==> src/rtl/dmem_arbiter.sv <==
// Shares the single-ported data memory between the MEM-stage cpu port and the ext loader/debug port.
// Latency: accept in 0 cycles (the memory samples at the closing edge); read data is valid 1 cycle after the grant.
// Backpressure: cpu has priority and sees cpu_stall when ext wins; ext holds its request until ext_gnt.
module dmem_arbiter #(
    parameter int ADDR_W   = 8,
    parameter int MAX_WAIT = 4
) (
    input  logic        clock,
    input  logic        reset,
    input  logic        cpu_req,
    input  logic        cpu_we,
    input  logic [31:0] cpu_addr,
    input  logic [31:0] cpu_wdata,
    output logic        cpu_stall,
    output logic        cpu_rvalid,
    output logic [31:0] cpu_rdata,
    input  logic        ext_req,
    input  logic        ext_we,
    input  logic [31:0] ext_addr,
    input  logic [31:0] ext_wdata,
    output logic        ext_gnt,
    output logic        ext_rvalid,
    output logic [31:0] ext_rdata,
    output logic [31:0] mem_addr,
    output logic [31:0] mem_wdata,
    output logic        mem_we,
    output logic        mem_re,
    input  logic [31:0] mem_rdata,
    output logic        oob_err
);

    typedef struct packed {
        logic        we;
        logic [31:0] addr;
        logic [31:0] wdata;
    } req_t;

    localparam logic [3:0] WAIT_LIM = 4'(MAX_WAIT);

    logic [3:0] wait_cnt;
    logic       rsp_cpu;
    logic       rsp_ext;
    logic       rsp_oob;
    logic       ext_win;
    logic       cpu_win;
    logic       any_win;
    logic       in_range;
    req_t       sel;

    // The selected request is all-zero when nothing is granted, so the memory bus idles at 0.
    always_comb begin
        ext_win = ext_req && (!cpu_req || wait_cnt == WAIT_LIM);
        cpu_win = cpu_req && !ext_win;
        any_win = ext_win || cpu_win;
        sel     = '0;
        if (ext_win) begin
            sel = {ext_we, ext_addr, ext_wdata};
        end else if (cpu_win) begin
            sel = {cpu_we, cpu_addr, cpu_wdata};
        end
    end

    assign in_range  = (sel.addr[31:ADDR_W] == '0);
    assign ext_gnt   = ext_win;
    assign cpu_stall = cpu_req && ext_win;
    assign mem_addr  = sel.addr;
    assign mem_wdata = sel.wdata;
    assign mem_we    = any_win && sel.we && in_range;
    assign mem_re    = any_win && !sel.we && in_range;

    always_ff @(posedge clock or posedge reset) begin
        if (reset) begin
            wait_cnt <= '0;
            rsp_cpu  <= 1'b0;
            rsp_ext  <= 1'b0;
            rsp_oob  <= 1'b0;
            oob_err  <= 1'b0;
        end else begin
            if (ext_win || !ext_req) begin
                wait_cnt <= '0;
            end else if (wait_cnt != WAIT_LIM) begin
                wait_cnt <= wait_cnt + 4'd1;
            end
            rsp_cpu <= cpu_win && !cpu_we;
            rsp_ext <= ext_win && !ext_we;
            rsp_oob <= any_win && !sel.we && !in_range;
            if (any_win && !in_range) begin
                oob_err <= 1'b1;
            end
        end
    end

    // Out-of-range reads still complete, but return zero instead of stale memory data.
    assign cpu_rvalid = rsp_cpu;
    assign cpu_rdata  = (rsp_cpu && !rsp_oob) ? mem_rdata : 32'd0;
    assign ext_rvalid = rsp_ext;
    assign ext_rdata  = (rsp_ext && !rsp_oob) ? mem_rdata : 32'd0;

endmodule

==> config.mk <==
export PLATFORM = sky130hd
export DESIGN_NAME = dmem_arbiter
export DESIGN_NICKNAME = d
export VERILOG_FILES = /design/src/rtl/dmem_arbiter.sv
export SDC_FILE = /design/constraint.sdc
export NUM_CORES = 1
export LEC_CHECK = 0
export ABC_AREA = 1
export CORE_AREA = 10 10 110 112
export DETAILED_ROUTE_END_ITERATION = 7
export DIE_AREA = 0 0 120 122
export HOLD_SLACK_MARGIN = 0.06
export MAX_ROUTING_LAYER = met4
export PLACE_DENSITY = 0.73
export SETUP_SLACK_MARGIN = 0.05
export SLEW_MARGIN = 30
export SYNTH_ARGS = -nofsm -noshare
export SYNTH_HDL_FRONTEND = slang
export SYNTH_SLANG_ARGS = --single-unit
==> constraint.sdc <==
create_clock -name clock -period 1.9 [get_ports clock]
set_input_delay 0.38 -clock clock [delete_from_list [all_inputs] [get_ports clock]]
set_output_delay 0.38 -clock clock [all_outputs]
set_load 0.1 [all_outputs]
# Yosys cells after proc, flatten, opt, wreduce, memory -nomap -nowiden
# Index checks and enable logic that the tools add are counted.
[totals]
regBits = 8
input_bits = 166
output_inout_bits = 135
elab_cells = 40
[classes]
n_addsub = 1
n_eq_ne = 2
n_mux = 6
n_reduce_logical = 26
[op_table]
columns = ["operator", "count"]
rows = [
  ["65-bit 2-to-1 mux", 2],
  ["32-bit 2-to-1 mux", 2],
  ["24-bit logical NOT", 1],
  ["1-bit logical AND", 13],
  ["1-bit logical NOT", 8],
  ["4-bit 2-to-1 mux", 2],
  ["4-bit by 1-bit adder with 4-bit output (second input constant)", 1],
  ["4-bit by 3-bit equality test with 1-bit output (second input constant)", 1],
  ["4-bit by 3-bit != test with 1-bit output (second input constant)", 1],
  ["1-bit logical OR", 3],
  ["2-bit nonzero test", 1],
]

# Longest topological paths before layout
# Gate-level depths: netlist of the first run.
[logic_depth]
word_depth = 10
ltp_mapped = 15
ltp_nobuf = 14

# Worst setup path after synthesis of the first run
# OpenSTA, ideal clock, no wires.
[synth_path]
path_kind = "register -> output"
start = "register wait_cnt[0]"
end = "output mem_re"
arrival_time_ns = 3.831
t_required_ns = 1.520
path_slack_ns = -2.311
stages_incl_launch_ff = 14
path_buffers = 0
cell_sequence = "dfrtp_1 -> inv_1 -> ha_1 -> nand3_2 -> nand2_1 -> nand2_4 -> inv_2 -> nand2_1 -> o21ai_0 -> nor2_1 -> nand2_1 -> nor2_1 -> nand3_1 -> nor2_1"
[synth_via]
elab_cells_between_ends = 12
classes_between = "eq/ne (1); mux (2); reduce/logical (9)"
[synth_lines]
columns = ["item", "line", "rtl"]
rows = [
  ["start: declaration", "40", "logic [3:0] wait_cnt;"],
  ["start signal: assignment", "82", "wait_cnt <= wait_cnt + 4'd1;"],
  ["4-bit by 3-bit equality test with 1-bit output *", "52", "ext_win = ext_req && (!cpu_req || wait_cnt == WAIT_LIM);"],
  ["1-bit logical OR *", "52", ""],
  ["1-bit logical AND *", "52", ""],
  ["1-bit logical NOT", "53", "cpu_win = cpu_req && !ext_win;"],
  ["1-bit logical AND", "53", ""],
  ["65-bit 2-to-1 mux", "58", "end else if (cpu_win) begin"],
  ["65-bit 2-to-1 mux *", "56", "if (ext_win) begin"],
  ["net mem_addr[28]", "24", "output logic [31:0] mem_addr,"],
  ["24-bit logical NOT *", "63", "assign in_range = (sel.addr[31:ADDR_W] == '0);"],
  ["1-bit logical AND *", "69", "assign mem_re = any_win && !sel.we && in_range;"],
  ["end: declaration", "27", "output logic mem_re,"],
]
# The timed path passes the listed nets; every way through them passes the cells marked *.

# Worst setup path after layout of the first run
[layout_path]
start = "register wait_cnt[1]"
end = "output mem_we"
[layout_via]
elab_chain_len = 9
elab_cells_between_ends = 11
classes_between = "eq/ne (1); mux (2); reduce/logical (8)"
[layout_rtl]
columns = ["item", "line", "rtl"]
rows = [
  ["4-bit by 3-bit equality test with 1-bit output *", "52", ""],
  ["1-bit logical OR *", "52", ""],
  ["1-bit logical AND *", "52", ""],
  ["1-bit logical NOT", "53", ""],
  ["1-bit logical AND", "53", ""],
  ["65-bit 2-to-1 mux", "58", ""],
  ["65-bit 2-to-1 mux", "56", ""],
  ["24-bit logical NOT or 1-bit logical AND (tied branches)", "63, 68", ""],
  ["1-bit logical AND *", "68", "assign mem_we = any_win && sel.we && in_range;"],
  ["end: declaration", "26", "output logic mem_we,"],
]
# Mark *: on every way between the ends. The rest lies on a longest branch, timed or not.

==> results of run 1 <==
==> sequential cells by signal, summed over array words and instances (netlist names) <==
register	flops
wait_cnt	4
ext_rvalid	1
oob_err	1
cpu_rvalid	1
rsp_oob	1
==> area by class of cell <==
cell class | instances | area, µm²
Clock buffer | 4 | 45.0
Inverter | 94 | 383
Sequential cell | 8 | 208
Tap cell | 136 | 170
Fill cell | 511 | 1760
Multi-Input combinational cell | 237 | 2380
Timing Repair Buffer | 369 | 5100
==> worst max-delay path: stages, from the launching register on <==
cell and delay, ns:
dfrtp_1 0.39, inv_2 0.07, ha_4 0.13, nand3_4 0.08, o21bai_4 0.23, buf_4 0.16
nor2_1 0.04, nor2_2 0.14, nand2_2 0.09, nor2_2 0.13, nand2_1 0.08, nor2_2 0.12
nand3_2 0.13, nor2_4 0.16, buf_12 0.18
==> worst min path at each step <==
stage / slack (ns) / depth (start not counted) / to
floorplan: 0.20 / 1 / oob_err$_DFFE_PP0P_
global placement: 0.45 / 2 / oob_err$_DFFE_PP0P_
detailed placement: 0.45 / 2 / oob_err$_DFFE_PP0P_
CTS: 0.40 / 2 / cpu_rvalid$_DFF_PP0_
global route: 0.42 / 2 / ext_rvalid$_DFF_PP0_
finish: 0.40 / 2 / cpu_rvalid$_DFF_PP0_
==> placed cells by master (no fill, tap or decap), types with 2 or more instances in the layout <==
cell type | netlist | layout
buf_16 | 0 | 7
nor2_4 | 0 | 74
inv_2 | 2 | 7
dfrtp_4 | 0 | 2
dfrtp_1 | 8 | 6
nand2_8 | 0 | 6
clkdlybuf4s50_1 | 0 | 163
clkinvlp_4 | 0 | 6
inv_1 | 92 | 80
nor2_1 | 131 | 43
a22o_4 | 0 | 39
nand4_1 | 2 | 2
buf_12 | 0 | 139
clkbuf_8 | 0 | 3
nand2_2 | 0 | 9
nand2_4 | 1 | 12
o21ai_4 | 0 | 3
buf_6 | 2 | 9
nand2_1 | 43 | 17
nor2_2 | 5 | 19
buf_4 | 1 | 49
==> cell families (layout without fill, tap and decap cells) <==
family,after synthesis,count (layout),share of synthesized area [%]
AND/OR/NAND/NOR,187,187,40.7
buffers and inverters,113,467,24.7
AO/OA/AOI/OAI,46,46,21.2
flip-flops,8,8,11.0
adder cells (fa/ha/maj),2,2,1.37
XOR/XNOR,2,2,0.962
==> where the power goes <==
| group | switching [µW] | internal [µW] |
|---|---|---|
| registers | 5.48 | 178 |
| clock network | 64.3 | 145 |
| logic | 1630 | 1180 |
| total | 1700 | 1500 |
==> metrics by stage <==
stage                     hold WS [ns]  setup WS, ns  util, %
after floorplan                  0.196        -0.689        -
after global placement           0.450        -0.809     77.4
after detailed placement         0.451        -0.889     77.4
after CTS                        0.405        -0.828     80.9
after global routing             0.421        -0.968     82.5
final                            0.404        -0.849     82.5
==> metal layers <==
layer  vias up  part of all wire, %  global-route usage, %
met5         -                    0                      -
met4         0                  3.3                   7.01
met3        30                  9.6                   8.93
met2       228                   54                   43.3
met1      1807                   33                   21.0
li1       1777                    -                      -
==> what timing repair did <==
action / CTS / global route
resized for setup: 35 / 36
setup endpoints to repair: 71 / 96
cloned: 4 / 1
buffers inserted: 7 / 7
pin swaps: 7 / 12
==> results.md, run 1 <==
* Die ar. at roughly 15000 µm²
* Synth Net Count at ~530
* Layout cell share with drive strength beyond 1 at a little under three fifths
* Drt initial violations at 180
* Drt pass-1 iters at 4
* Hold-fix buffers, CTS at 0
* CTS Root Cell: clkbuf_8
* P&R area growth vs syn at 355%
* Worst Setup EP: mem_we
* I/O pins at 301
* # DRC at 0
* Critical Path AT at ~2.4 ns
* Slew Limit Headroom at 78.9%
* EDFF count, synth at 0
* Reg clk slew, reported paths at approximately 0.04 ns
* Die height at between 100 and 150 µm
* Die Wd at 120 µm
* Largest net degree at the start of global routing at 22
* Post-route ant nets at 0
* Post-synth cell types at 24
* Flops & latches, synth at 8
* Finished Layout Cells at around 850
* Max-Cap Viols at 0
* Routed wire length at between 15000 and 20000 µm
* Fin Setup TNS at -32.99 ns
* CP startpoint: wait_cnt[1]$_DFFE_PP0P_
* Slew Viols, Final at 0
* Type of the worst setup path: flip-flop to output pin
* Synth Area per Inst at roughly 5.1 µm²
* CP Capture Type: output pin
* FF-to-FF path depth at 13
* Clock sinks at 8
* Status: finished with violations
* Clock latency at the later pin of the worst-skew pair at ~0.23 ns
* Final worst path period share at 145%
* Vias in the first global route at roughly 4300
* Initial antenna violation count at 0
* GP Congestion at a little over 0.9
* PwrDens at between 300 and 400 nW/µm²
* DP HPWL at between 15000 and 20000 µm
* Dpl cell area at around 8000 µm²
* Post-route cell area at ~8300 µm²
* VDD IR max at 0.000303 V
* Vias/cell at about 4.5
* Share of the synthesized area in the top cell type at between 20% and 30%
* Reg-to-Reg End: rsp_oob$_DFF_PP0_
* Core area at ~10000 µm²
* Initial core utilization at a little under a fifth
* Sequential area share after synthesis at approximately 11%
* Post-Synthesis Cells at 358
* Reg2Reg Launch Point: wait_cnt[1]$_DFFE_PP0P_
* Fin crit period at between 2 and 3 ns
* Commonest cells in the netlist: nor2_1 (131), inv_1 (92), nand2_1 (43)
* Slew @ Worst Pin at about 0.32 ns
* TritonCTS clock tree: done
* HP Class: input port to asynchronous set/reset pin
* CP Data Required Time at 1.52 ns
* Yosys warnings at 0
* Final nets at 881
* Input/output buffers at 300
* Total power at around 3200 µW
* Top cells by area, synth: nor2_1 (27%), a22o_1 (19%), inv_1 (19%), dfrtp_1 (11%), nand2_1 (8.9%)
* Final worst setup slack at -0.849 ns
* Max clock buf depth at 2
* RSZ-0062 raised after global routing: yes
* H-tree levels at 1
* Grt total ovfl at 0
* Mapped cell area at roughly 1800 µm²
* Cell taking the most area after synthesis: nor2_1
* Setup slack, reg-to-reg at -0.22 ns
* Main synth FF type: dfrtp_1
* Std cell rows at 37
* CTS buffer count at 3
* Clk_skew at 0.00359 ns
* First-pass GRT wire length at 25300 µm
* DP Cell Count at a little over 800
* Wirelength per Cell at about 21 µm
* # diodes at 0
* Most common cell in the synthesized netlist: nor2_1
* Leakage at about 0.0037 µW
* Fin. Hold Viols at 0
* Failing checks: setup timing
* Maximum fanout along the worst path at 5
* Fmax at around 0.36 GHz
* GRT Util Overall at between 20 and 25%
* Vias at approximately 3800
* Crit path launch type: flip-flop
* FFs w/ async S/R, synth at between 90% and 100%
* Final setup fails at 70
Power figures use the tool's default switching activity.
==> inputs of run 2 (changes only) <==
- CORE_AREA: 10 10 110 112 -> 2 2 117 119
- DIE_AREA: 0 0 120 122 -> 0 0 119 121
- PLACE_DENSITY: 0.73 -> default
==> results.md, run 2 (synthesis gave the netlist of run 1 again) <==
* TritonCTS clock tree: done
* Routed wire length at 13100 µm (-27%)
* Post-route ant nets at 0 (unchanged)
* Fin crit period at 2.71 ns (-0.0396 ns)
* # diodes at 0 (unchanged)
* Largest net degree at the start of global routing at 20 (-9.1%)
* Die height at 121 µm (-0.82%)
* Critical Path AT at 2.33 ns (-0.04 ns)
* Total power at 3270 µW (+2.0%)
* CP Cell Sequence: inv_1, ha_2, nand3_4, o21bai_4, buf_12, nor2_2, nor2_1, nand2_1, nor2_1, nand2_1, nor2_1, nand3_2, nor2_4, buf_12
* Drt initial violations at 83 (-54%)
* Max clock buf depth at 2 (unchanged)
* Leakage at 0.00364 µW (-1.2%)
* Place WS at -0.874 ns (+0.0146 ns)
* FF-to-FF path depth at 13 (unchanged)
* Crit path launch type: flip-flop
* Crit-path slowest cell: dfrtp_1
* RSZ-0062 raised after global routing: yes
* Reg2Reg Launch Point: wait_cnt[1]$_DFFE_PP0P_
* Drt pass-1 iters at 4 (unchanged)
* Initial antenna violation count at 0 (unchanged)
* Input/output buffers at 300 (unchanged)
* CTS Root Cell: clkbuf_16
* Hold-fix buffers, CTS at 0 (unchanged)
* Type of the worst setup path: flip-flop to output pin
* I/O pins at 301 (unchanged)
* Slew @ Worst Pin at 0.288 ns (-0.0283 ns)
* Die Wd at 119 µm (-0.83%)
* GRT Util Overall at 18.1% (-4.9 points)
* Most flops, register: wait_cnt
* P&R area growth vs syn at 353%
* Core area at 13100 µm² (+30%)
* # DRC at 0 (unchanged)
* H-tree levels at 1 (unchanged)
* Hold Worst Slack at 0.399 ns (-0.00568 ns)
* Wirelength per Cell at 14.9 µm (-30%)
* VDD IR max at 0.000268 V (-11%)
* CP Capture Type: output pin
* DP HPWL at 11700 µm (-23%)
* Vias in the first global route at 3988 (-7.3%)
* Initial core utilization at 13.9% (-4.2 points)
* Vias/cell at 4.11 (-9.2%)
* Largest register FFs at 4 (unchanged)
* Failing checks: setup timing
* Clk_skew at 0.000802 ns (-0.00279 ns)
* CTS buffer count at 3 (unchanged)
* Final nets at 873 (-0.91%)
* Clock latency at the later pin of the worst-skew pair at 0.23 ns (about the same)
* Status: finished with violations
* First-pass GRT wire length at 20000 µm (-21%)
* CP Data Required Time at 1.52 ns (about the same)
* CP bufs+invs at 3 (unchanged)
* Fmax at 0.369 GHz (+1.5%)
* GP Congestion at 0.915 (+0.89%)
* Max-Cap Viols at 0 (unchanged)
* Vias at 3619 (-5.8%)
* Clock sinks at 8 (unchanged)
* Final setup fails at 70 (unchanged)
* Grt total ovfl at 0 (unchanged)
* Fin. Hold Viols at 0 (unchanged)
* Finished Layout Cells at 880 (+3.8%)
* Slew Viols, Final at 0 (unchanged)
* HP Class: input port to asynchronous set/reset pin
* Family with the most delay on the worst path: simple AND/OR/NAND/NOR gates
* Most frequent cells in the layout: clkdlybuf4s50_1 (163), buf_12 (145), inv_1 (82), nor2_4 (68), nor2_1 (46)
* Reg clk slew, reported paths at 0.04 ns (about the same)
* Setup slack, reg-to-reg at -0.18 ns (+0.04 ns)
* Std cell rows at 42 (+14%)
* Slew Limit Headroom at 80.8% (+1.9 points)
* Slowest stage delay, CP at 0.38 ns (about the same)
* Most numerous cell on the critical path: nor2_1
* Die ar. at 14400 µm² (-1.6%)
* Maximum fanout along the worst path at 19 (+14)
* PwrDens at 396 nW/µm² (+2.4%)
* DP Cell Count at 864 (+4.6%)
* Most common library cell in the layout ignoring fill and taps: clkdlybuf4s50_1
* Final worst setup slack at -0.809 ns (+0.0396 ns)
* Reg-to-Reg End: oob_err$_DFFE_PP0P_
* Final worst path period share at 143% (-2.1 points)
* Layout cell share with drive strength beyond 1 at 53.3% (-1.8 points)
[run 2: changes by cell type in the layout (fill, tap and decap cells not counted), moves of 4 or more]
cell       delta
nand2_2       -5
nand2_1       +4
buf_12        +6
nor2_4        -6
buf_4         -6
buf_16        -7
buf_6         -5
clkbuf_16     +4
[run 2: area by class of cell]
type | count | area, µm²
repair buffers | 361 | 5010
inverters | 94 | 383
flip-flops and latches | 8 | 208
fillers | 1006 | 4840
clock buffers | 4 | 78.8
multi-input cells | 237 | 2350
well taps | 176 | 220
[run 2: layer usage]
metal / GRT usage, % / part of all wire [%] / vias to the layer above
li1: - / - / 1758
met1: 17.0 / 32 / 1650
met2: 35.7 / 57 / 194
met3: 5.12 / 8.8 / 17
met4: 4.54 / 2.1 / 0
met5: - / 0 / -
[run 2: stage by stage]
stage,TNS (ns),util (%),instance area [µm²]
after floorplan,-13.51,-,3040
after global placement,-26.75,60.1,7860
after detailed placement,-28.49,60.1,7860
after CTS,-26.91,62.1,8120
after global routing,-34.44,63.0,8250
final,-28.52,63.0,8250
[run 2: where the power goes]
part	internal, µW	switching (µW)	leakage, µW	total (µW)
registers	178	6.29	0.0000977	185
clock network	280	84.0	0.0000382	364
logic	1150	1570	0.00350	2720
[run 2: timing repair]
| action | 4_1_cts | 5_1_grt |
|---|---|---|
| setup endpoints to repair | 115 | 71 |
| cloned | 1 | 1 |
| pin swaps | 1 | 8 |
| resized for setup | 32 | 19 |
| buffers inserted | 5 | 6 |
[run 2: worst register-to-register path: stages, from the launching register on]
cell,delay (ns)
dfrtp_1,0.38
inv_1,0.07
ha_2,0.19
nand3_4,0.08
o21bai_4,0.17
buf_12,0.18
buf_4,0.15
o21ai_4,0.05
buf_4,0.14
or2_1,0.21
nor2_2,0.08
nand2_1,0.06
nor2_2,0.14
nand2_1,0.07
[run 2: how the worst max path moves through the flow]
stage	from	to	slack, ns	depth (start not counted)
after CTS	wait_cnt[1]$_DFFE_PP0P_	mem_re	-0.84	15
after global routing	wait_cnt[1]$_DFFE_PP0P_	mem_we	-0.96	14
after floorplan	wait_cnt[0]$_DFFE_PP0P_	mem_re	-0.69	14
after detailed placement	ext_req	mem_re	-0.87	13
final	wait_cnt[1]$_DFFE_PP0P_	mem_we	-0.81	14
after global placement	ext_req	mem_re	-0.86	13
==> inputs of run 3 (changes only) <==
- CAP_MARGIN: default -> 20
- SKIP_LAST_GASP: default -> 1
==> results.md, run 3 (synthesis gave the netlist of run 1 again) <==
* Status: finished with violations
* Failing checks: setup timing
* Most frequent cells in the layout: clkdlybuf4s50_1 (163), buf_12 (144), inv_1 (82), nor2_4 (67), nor2_1 (49)
* Fin crit period at 2.71 ns (+0.00238 ns)
* Total power at 3260 µW (-0.40%)
* P&R area growth vs syn at 351%
* H-tree levels at 1 (unchanged)
* Final worst setup slack at -0.811 ns (-0.00238 ns)
* Drt initial violations at 75 (-9.6%)
* Input/output buffers at 300 (unchanged)
* Maximum fanout along the worst path at 19 (unchanged)
* Slew Limit Headroom at 80.8% (about the same)
* Clock sinks at 8 (unchanged)
* Max-Cap Viols at 0 (unchanged)
* Critical Path AT at 2.33 ns (about the same)
* CP Data Required Time at 1.52 ns (about the same)
* Fin. Hold Viols at 0 (unchanged)
* # diodes at 0 (unchanged)
* Core area at 13100 µm² (unchanged)
* Post-route ant nets at 0 (unchanged)
* Initial antenna violation count at 0 (unchanged)
* Largest net degree at the start of global routing at 20 (unchanged)
* # DRC at 0 (unchanged)
* Leakage at 0.00363 µW (-0.36%)
* RSZ-0062 raised after global routing: yes
* Reg clk slew, reported paths at 0.04 ns (about the same)
* DP HPWL at 11700 µm (unchanged)
* Place WS at -0.874 ns (unchanged)
* First-pass GRT wire length at 20000 µm (-0.21%)
* Vias in the first global route at 3982 (-0.15%)
* Max clock buf depth at 2 (unchanged)
* CTS buffer count at 3 (unchanged)
* DP Cell Count at 864 (unchanged)
* Vias at 3605 (-0.39%)
* Type of the worst setup path: flip-flop to output pin
* I/O pins at 301 (unchanged)
* Final worst path period share at 143% (about the same)
* Most common library cell in the layout ignoring fill and taps: clkdlybuf4s50_1
* Wirelength per Cell at 14.8 µm (-0.48%)
* Clock latency at the later pin of the worst-skew pair at 0.23 ns (about the same)
* Final nets at 872 (-0.11%)
* Die height at 121 µm (unchanged)
* Hold Worst Slack at 0.399 ns (+0.000145 ns)
* Slew Viols, Final at 0 (unchanged)
* Layout cell share with drive strength beyond 1 at 52.8% (-0.49 points)
* Fmax at 0.369 GHz (about the same)
* Finished Layout Cells at 879 (-0.11%)
* Crit path launch type: flip-flop
* Slew @ Worst Pin at 0.288 ns (+0.000275 ns)
* Routed wire length at 13000 µm (-0.60%)
* CTS Root Cell: clkbuf_16
* Initial core utilization at 13.9% (unchanged)
* GRT Util Overall at 18.0% (-0.041 points)
* GP Congestion at 0.915 (unchanged)
* Vias/cell at 4.10 (-0.27%)
* Grt total ovfl at 0 (unchanged)
* PwrDens at 397 nW/µm² (+0.13%)
* VDD IR max at 0.000268 V (about the same)
* TritonCTS clock tree: done
* Std cell rows at 42 (unchanged)
* Fill count at 1010 (+0.40%)
* CP Capture Type: output pin
* Die ar. at 14400 µm² (unchanged)
* Largest register FFs at 4 (unchanged)
* Die Wd at 119 µm (unchanged)
* Most flops, register: wait_cnt
* Drt pass-1 iters at 4 (unchanged)
* Final setup fails at 70 (unchanged)
* HP Class: input port to asynchronous set/reset pin
* Clk_skew at 0.000776 ns (-0.0000252 ns)
==> run 3: changes by cell type in the layout (fill, tap and decap cells not counted) <==
cell / previous run / this run
buf_4: 43 / 46
nor2_1: 46 / 49
buf_12: 145 / 144
nor2_2: 22 / 20
buf_6: 4 / 1
nor2_4: 68 / 67
==> run 3: worst max-delay path, cell delays in order (launching register included) <==
cell	delay, ns
dfrtp_1	0.38
inv_1	0.07
ha_2	0.19
nand3_4	0.08
o21bai_4	0.17
buf_12	0.17
nor2_1	0.05
nor2_1	0.16
nand2_1	0.08
nor2_1	0.12
nand2_1	0.06
nor2_1	0.10
nand3_2	0.14
nor2_4	0.14
buf_12	0.18
==> run 3: timing repair <==
| action | CTS | global route |
|---|---|---|
| pin swaps | 1 | 7 |
| gates resized for setup | 28 | 13 |
| endpoints found under the setup margin | 115 | 71 |
| hold buffers | 0 | 0 |
| cloned | 1 | 1 |
| setup buffers | 5 | 5 |
==> run 3: final timing paths <==
path	from	to	slack, ns	cells past startpoint
worst max-delay path	wait_cnt[1]$_DFFE_PP0P_	mem_we	-0.81	14
worst min-delay path	reset	wait_cnt[3]$_DFFE_PP0P_	0.40	2
worst max register to register	wait_cnt[1]$_DFFE_PP0P_	oob_err$_DFFE_PP0P_	-0.19	13
worst min register to register	wait_cnt[0]$_DFFE_PP0P_	wait_cnt[0]$_DFFE_PP0P_	0.53	2
max in group asynchronous	reset	ext_rvalid$_DFF_PP0_	1.25	2
min in group clock	wait_cnt[0]$_DFFE_PP0P_	wait_cnt[0]$_DFFE_PP0P_	0.53	2
==> run 3: routing by layer <==
| metal | global-route usage (%) | wire length [µm] | vias up |
|---|---|---|---|
| met3 | 5.12 | 1140 | 17 |
| li1 | - | - | 1756 |
| met1 | 17.0 | 4140 | 1638 |
| met5 | - | 0 | - |
| met4 | 4.54 | 281 | 0 |
| met2 | 35.7 | 7430 | 194 |
==> run 3: layout make-up <==
cell class	instances	area, µm²	share of cell area [%]
clock buffers	4	78.8	0.961
flip-flops and latches	8	208	2.53
multi-input cells	237	2340	28.5
well taps	176	220	2.68
inverters	94	383	4.67
repair buffers	360	4980	60.7
==> run 3: power by group <==
part	switching (µW)	internal [µW]
clock	84.0	280
combinational	1560	1140
sequential	6.31	178
total	1650	1600
==> run 3: stage by stage <==
step / util (%) / cell area [µm²] / setup TNS, ns
2_1_floorplan: - / 3040 / -13.51
3_3_place_gp: 60.1 / 7860 / -26.75
3_5_place_dp: 60.1 / 7860 / -28.49
4_1_cts: 62.0 / 8110 / -27.13
5_1_grt: 62.7 / 8210 / -34.12
6_report: 62.7 / 8210 / -28.20
